==> src/rtl/seq_pattern_detector_if.sv <==
// Signal bundle for seq_pattern_detector: configuration, serial input and detect/count outputs.
// The master drives configuration and data; the detector sits on the slave modport.
interface seq_pattern_detector_if #(
  parameter int unsigned MAX_LEN = 8,
  parameter int unsigned LEN_W   = $clog2(MAX_LEN + 1),
  parameter int unsigned CNT_W   = 16
);
  logic               cfg_load;
  logic [MAX_LEN-1:0] pattern;
  logic [LEN_W-1:0]   pat_len;
  logic               overlap_en;
  logic               din;
  logic               din_valid;
  logic               cnt_clr;
  logic               detect;
  logic               busy;
  logic [CNT_W-1:0]   match_count;

  modport master (
    output cfg_load, pattern, pat_len, overlap_en, din, din_valid, cnt_clr,
    input  detect, busy, match_count
  );

  modport slave (
    input  cfg_load, pattern, pat_len, overlap_en, din, din_valid, cnt_clr,
    output detect, busy, match_count
  );
endinterface

==> src/rtl/seq_pattern_detector.sv <==
// Programmable serial pattern detector with overlapping/non-overlapping search.
// Optional saturating match counter enabled by defining SEQ_DET_MATCH_CNT_EN.
module seq_pattern_detector #(
  parameter int unsigned MAX_LEN = 8,
  parameter int unsigned LEN_W   = $clog2(MAX_LEN + 1),
  parameter int unsigned CNT_W   = 16
) (
  input logic                   clk,
  input logic                   rst_n,
  seq_pattern_detector_if.slave bus
);

  typedef enum logic [1:0] {StIdle, StFill, StRun} state_e;

  state_e             state_q, state_d;
  logic [MAX_LEN-1:0] hist_q, hist_d, pat_q, pat_d;
  logic [LEN_W-1:0]   fill_q, fill_d, len_q, len_d;
  logic               ovl_q, ovl_d;
  logic               detect_q, detect_d;

  logic [MAX_LEN-1:0] hist_next, mask;
  logic [LEN_W-1:0]   fill_next, len_clamped;
  logic               accept, match;

  always_ff @(posedge clk or negedge rst_n) begin
    if (!rst_n) begin
      state_q  <= StIdle;
      hist_q   <= '0;
      fill_q   <= '0;
      pat_q    <= '0;
      len_q    <= '0;
      ovl_q    <= 1'b0;
      detect_q <= 1'b0;
    end else begin
      state_q  <= state_d;
      hist_q   <= hist_d;
      fill_q   <= fill_d;
      pat_q    <= pat_d;
      len_q    <= len_d;
      ovl_q    <= ovl_d;
      detect_q <= detect_d;
    end
  end

  // Datapath: candidate history/fill and the masked comparison against the active pattern.
  always_comb begin
    accept      = bus.din_valid && (state_q != StIdle);
    hist_next   = {hist_q[MAX_LEN-2:0], bus.din};
    fill_next   = (fill_q == LEN_W'(MAX_LEN)) ? fill_q : fill_q + 1'b1;
    len_clamped = (bus.pat_len > LEN_W'(MAX_LEN)) ? LEN_W'(MAX_LEN) : bus.pat_len;
    for (int unsigned i = 0; i < MAX_LEN; i++) begin
      mask[i] = (i < 32'(len_q));
    end
    match = (len_q != '0) && (fill_next >= len_q) && ((hist_next & mask) == (pat_q & mask));
  end

  // Next state: cfg_load takes priority over any bit presented in the same cycle.
  always_comb begin
    state_d = state_q;
    hist_d  = hist_q;
    fill_d  = fill_q;
    pat_d   = pat_q;
    len_d   = len_q;
    ovl_d   = ovl_q;
    if (bus.cfg_load) begin
      pat_d   = bus.pattern;
      len_d   = len_clamped;
      ovl_d   = bus.overlap_en;
      hist_d  = '0;
      fill_d  = '0;
      state_d = (len_clamped == '0) ? StIdle : StFill;
    end else if (accept) begin
      hist_d = hist_next;
      fill_d = fill_next;
      if (match && !ovl_q) begin
        fill_d  = '0;
        state_d = StFill;
      end else if (fill_next >= len_q) begin
        state_d = StRun;
      end
    end
  end

  always_comb begin
    detect_d = !bus.cfg_load && accept && match;
    bus.busy = (state_q != StIdle);
  end

  assign bus.detect = detect_q;

`ifdef SEQ_DET_MATCH_CNT_EN
  logic [CNT_W-1:0] cnt_q, cnt_d;

  always_comb begin
    cnt_d = cnt_q;
    if (bus.cnt_clr) begin
      cnt_d = '0;
    end else if (detect_d && (cnt_q != {CNT_W{1'b1}})) begin
      cnt_d = cnt_q + 1'b1;
    end
  end

  always_ff @(posedge clk or negedge rst_n) begin
    if (!rst_n) begin
      cnt_q <= '0;
    end else begin
      cnt_q <= cnt_d;
    end
  end

  assign bus.match_count = cnt_q;
`else
  logic unused_cnt_clr;
  assign unused_cnt_clr  = bus.cnt_clr;
  assign bus.match_count = '0;
`endif

endmodule

==> src/flat_wrapper.sv <==
// flat-port wrapper written by rule: the top's interface ports become plain ports
module seq_pattern_detector_flat 
#(
  parameter int unsigned MAX_LEN = 8,
  parameter int unsigned LEN_W   = $clog2(MAX_LEN + 1),
  parameter int unsigned CNT_W   = 16
)
  (clk, rst_n, bus_cfg_load, bus_pattern, bus_pat_len, bus_overlap_en, bus_din, bus_din_valid, bus_cnt_clr, bus_detect, bus_busy, bus_match_count);
  seq_pattern_detector_if #(.MAX_LEN(MAX_LEN), .LEN_W(LEN_W), .CNT_W(CNT_W)) bus_i ();
  input logic clk;
  input logic rst_n;
  input wire logic [$bits(bus_i.cfg_load)-1:0] bus_cfg_load;
  input wire logic [$bits(bus_i.pattern)-1:0] bus_pattern;
  input wire logic [$bits(bus_i.pat_len)-1:0] bus_pat_len;
  input wire logic [$bits(bus_i.overlap_en)-1:0] bus_overlap_en;
  input wire logic [$bits(bus_i.din)-1:0] bus_din;
  input wire logic [$bits(bus_i.din_valid)-1:0] bus_din_valid;
  input wire logic [$bits(bus_i.cnt_clr)-1:0] bus_cnt_clr;
  output wire logic [$bits(bus_i.detect)-1:0] bus_detect;
  output wire logic [$bits(bus_i.busy)-1:0] bus_busy;
  output wire logic [$bits(bus_i.match_count)-1:0] bus_match_count;
  assign bus_i.cfg_load = bus_cfg_load;
  assign bus_i.pattern = bus_pattern;
  assign bus_i.pat_len = bus_pat_len;
  assign bus_i.overlap_en = bus_overlap_en;
  assign bus_i.din = bus_din;
  assign bus_i.din_valid = bus_din_valid;
  assign bus_i.cnt_clr = bus_cnt_clr;
  assign bus_detect = bus_i.detect;
  assign bus_busy = bus_i.busy;
  assign bus_match_count = bus_i.match_count;
  seq_pattern_detector #(.MAX_LEN(MAX_LEN), .LEN_W(LEN_W), .CNT_W(CNT_W)) u_core (.clk(clk), .rst_n(rst_n), .bus(bus_i));
endmodule
==> config.mk <==
export PLATFORM = sky130hd
export DESIGN_NAME = seq_pattern_detector_flat
export DESIGN_NICKNAME = d
export VERILOG_FILES = /design/src/rtl/seq_pattern_detector_if.sv /design/src/rtl/seq_pattern_detector.sv /design/src/flat_wrapper.sv
export SDC_FILE = /design/constraint.sdc
export NUM_CORES = 1
export LEC_CHECK = 0
export CORE_ASPECT_RATIO = 0.6
export CORE_MARGIN = 4
export CORE_UTILIZATION = 50
export CTS_CLUSTER_SIZE = 25
export DETAILED_ROUTE_END_ITERATION = 16
export PLACE_DENSITY = 0.9
export RECOVER_POWER = 25
export SLEW_MARGIN = 10
export SYNTH_ARGS = -nofsm -noshare
export SYNTH_HDL_FRONTEND = slang
export SYNTH_SLANG_ARGS = --single-unit
==> constraint.sdc <==
create_clock -name clk -period 2.9 [get_ports clk]
set_input_delay 0.87 -clock clk [delete_from_list [all_inputs] [get_ports clk]]
set_output_delay 0.87 -clock clk [all_outputs]
set_load 0.005 [all_outputs]
==> metrics.md <==
| Metric | Value |
|---|---|
| Outcome | finished clean |
| Most frequent cells in the layout | dfrtp_1, nand2_1, clkdlybuf4s50_1 |
| PwrDens | approximately 450 nW/um2 |
| EDFF count, synth | 0 |
| WHS | around 510 ps |
| DIE HEIGHT | between 50 and 60 um |
| Starting DRC count in detailed routing | 73 |
| Final period util | 91.05% |
| Overflow after GRT | 0 |
| Average wire per standard cell | 13.91 um |
| Worst clock skew | 8.803 ps |
| DP HPWL | ~2.3 mm |
| Placer Congestion | ~0.86 |
| Fraction of registers with async set/reset | 100.0% |
| Setup TNS | 0 ps |
| Residual DRC count | 0 |
| Final worst setup slack | 259.6 ps |
| Vias in the first global route | 1,030 |
| Avg Cell Area, Syn | 9.856 um2 |
| Routed via count | 1,178 |
| Crit Path Max Fanout | 5 |
| Starting density of the core | 54.18% |
| Filler Cells Inserted | ~260 |
| GRT Total Usage | 15.36% |
| FF+latch count, synth | 27 |
| Number of setup buffers added after CTS | 0 |
| Synth top area cells | dfrtp_1, buf_4, mux2_2, nand2_1, ha_1 |
| Worst EP arrival | 2810 ps |
| Worst Path Required | just over 3000 ps |
| Type of the worst setup path | register to register |
| Post-CTS Resized | 0 |
| Max clock buf depth | 2 |
| Clock net sink count | 27 |
| Met2 WL | around 1.4 mm |
| CP endpoint kind | register |
| M1 WL | 1.465 mm |
| Final number of max-transition violations | 0 |
| Top Layer Used | met4 |
| H-tree depth | 1 |
| Multi-input gate area | 820.8 um2 |
| Worst-path clk slew | 90 ps |
| DIE AREA | approximately 4200 um2 |
| Slew @ Worst Pin | 1426 ps |
| Top Ports | 37 |
| Slew headroom | under 10% |
| Initial antenna violation count | 0 |
| Cells after DPL | between 200 and 250 |
| Die W | approximately 81 um |
| Fin cells | 223 |
| Layout area overhead | 13.16% |
| I/O Buffers | 19 |
| Synth Flop Type | dfrtp_1 |
| Final Power | 0.8158 mW |
| Core area | around 3000 um2 |
| Largest net degree at the start of global routing | 35 |
| Final min period | 2640 ps |
| Post-synthesis sequential area ratio | 42.06% |
| LEAKAGE | 0.7796 nW |
| Top-area cell type share of the netlist area | 42.06% |
| Max Fclk | 0.3787 GHz |
| Gate Count Post-Synth | 163 |
| Antenna-violating nets left | 0 |
| Worst min path class | register to register |
| CTS tree | built |
| Commonest non-fill, non-tap cell in the layout | dfrtp_1 |
| Clock Root Buffer | clkbuf_8 |
| Hold-fix buffers, CTS | 0 |
| Hold Violations, Final | 0 |
| Fin nets | 207 |
| RSZ-0062 raised after global routing | no |
| Drt total wl | 3.102 mm |
| Final setup viols | 0 |
| Vias/cell | about 5.3 |
| CTS Buf Count | 3 |
| Drt first pass iters | 4 |
| Max VDD drop | 213.1 uV |
| Register Area | 675.6 um2 |
| Diode count | 0 |
| Row count | 15 |
| First-pass GRT wire length | 4.823 mm |
| Max_cap viols | 0 |
| Worst-skew pair later-pin latency | 270 ps |
| Worst setup SP type | register |
| R2r setup slk | 260 ps |
| Synth unique cells | 36 |
| Largest area contributor in the netlist | dfrtp_1 |
| Met3 wire length | about 240 um |
| Ys Warns | 0 |
| Share of cells above drive strength 1 | 10.50% |
| Worst slack at placement | roughly 320 ps |
| Mapped cell area | 1607 um2 |
-- cell type report --
cell class / count / area share, %
multi-input cells: 123 / 45.15
flip-flops and latches: 27 / 37.16
well taps: 42 / 2.891
clock buffers: 4 / 2.478
inverters: 6 / 1.239
repair buffers: 21 / 11.08
-- worst paths after layout --
kind,cells after the start,start,end
worst max-delay path,11,u_core.fill_q[0],u_core.fill_q[0]
worst min-delay path,1,u_core.ovl_q,u_core.ovl_q
worst max register to register,11,u_core.fill_q[0],u_core.fill_q[0]
worst min register to register,1,u_core.ovl_q,u_core.ovl_q
max in group asynchronous,2,rst_n,u_core.state_q[0]
min in group asynchronous,2,rst_n,u_core.pat_q[5]
-- Yosys cell counts, types with 2 or more instances --
library cell,instances
xnor2_1,5
a21oi_1,12
nand2b_1,2
a211o_1,2
buf_4,16
o21ai_0,9
inv_1,6
a31oi_1,2
nor3_1,3
mux2_2,9
xor2_1,5
a2111oi_2,2
o21a_1,2
nand3b_1,3
clkbuf_1,5
ha_1,6
nor2_1,7
mux2i_1,2
nand2_1,22
dfrtp_1,27
-- stage by stage --
stage	utilization, %	area (um2)
floorplan	-	1663
global placement	59.92	1777
detailed placement	59.92	1777
CTS	61.43	1822
global route	61.31	1818
finish	61.31	1818
-- worst max-delay path, stage by stage (launching register included) --
cell       delay [ps]
dfrtp_1           450
inv_1             140
ha_1              160
nand2_1            80
nor2_1            240
xnor2_1           160
ha_1              240
nand2b_1          140
a21oi_1           180
o21a_1            310
nor4_4            110
a2111oi_2         340
-- registers in the layout, summed over array words and instances, names as in the netlist --
signal             flops
u_core.len_q           4
u_core.fill_q          4
u_core.ovl_q           1
u_core.pat_q           8
u_core.hist_q          7
u_core.state_q         2
u_core.bus.detect      1
-- cell families (layout without fill, tap and decap cells) --
group           Yosys count  after routing  share of synthesized area, %
fa+ha+maj                 6              6                         4.673
other cells               1             16                        0.2334
compound gates           34             34                         14.80
buf+inv                  28             31                         10.36
xor+xnor                 10             10                         5.451
flops                    27             27                         42.06
simple gates             46             46                         14.88
mux                      11             11                         7.555
-- metal layers --
layer,global-route usage (%),up-vias
met1,21.84,567
met2,22.34,39
met5,0,-
li1,-,570
met4,3.933,0
met3,5.190,2
-- report_power, final --
| part | internal, mW | switching, mW |
|---|---|---|
| registers | 0.401 | 0.0245 |
| logic | 0.0801 | 0.0962 |
| clock network | 0.0985 | 0.116 |
| total | 0.579 | 0.237 |
Note: power is estimated with default switching activity, not from simulation.
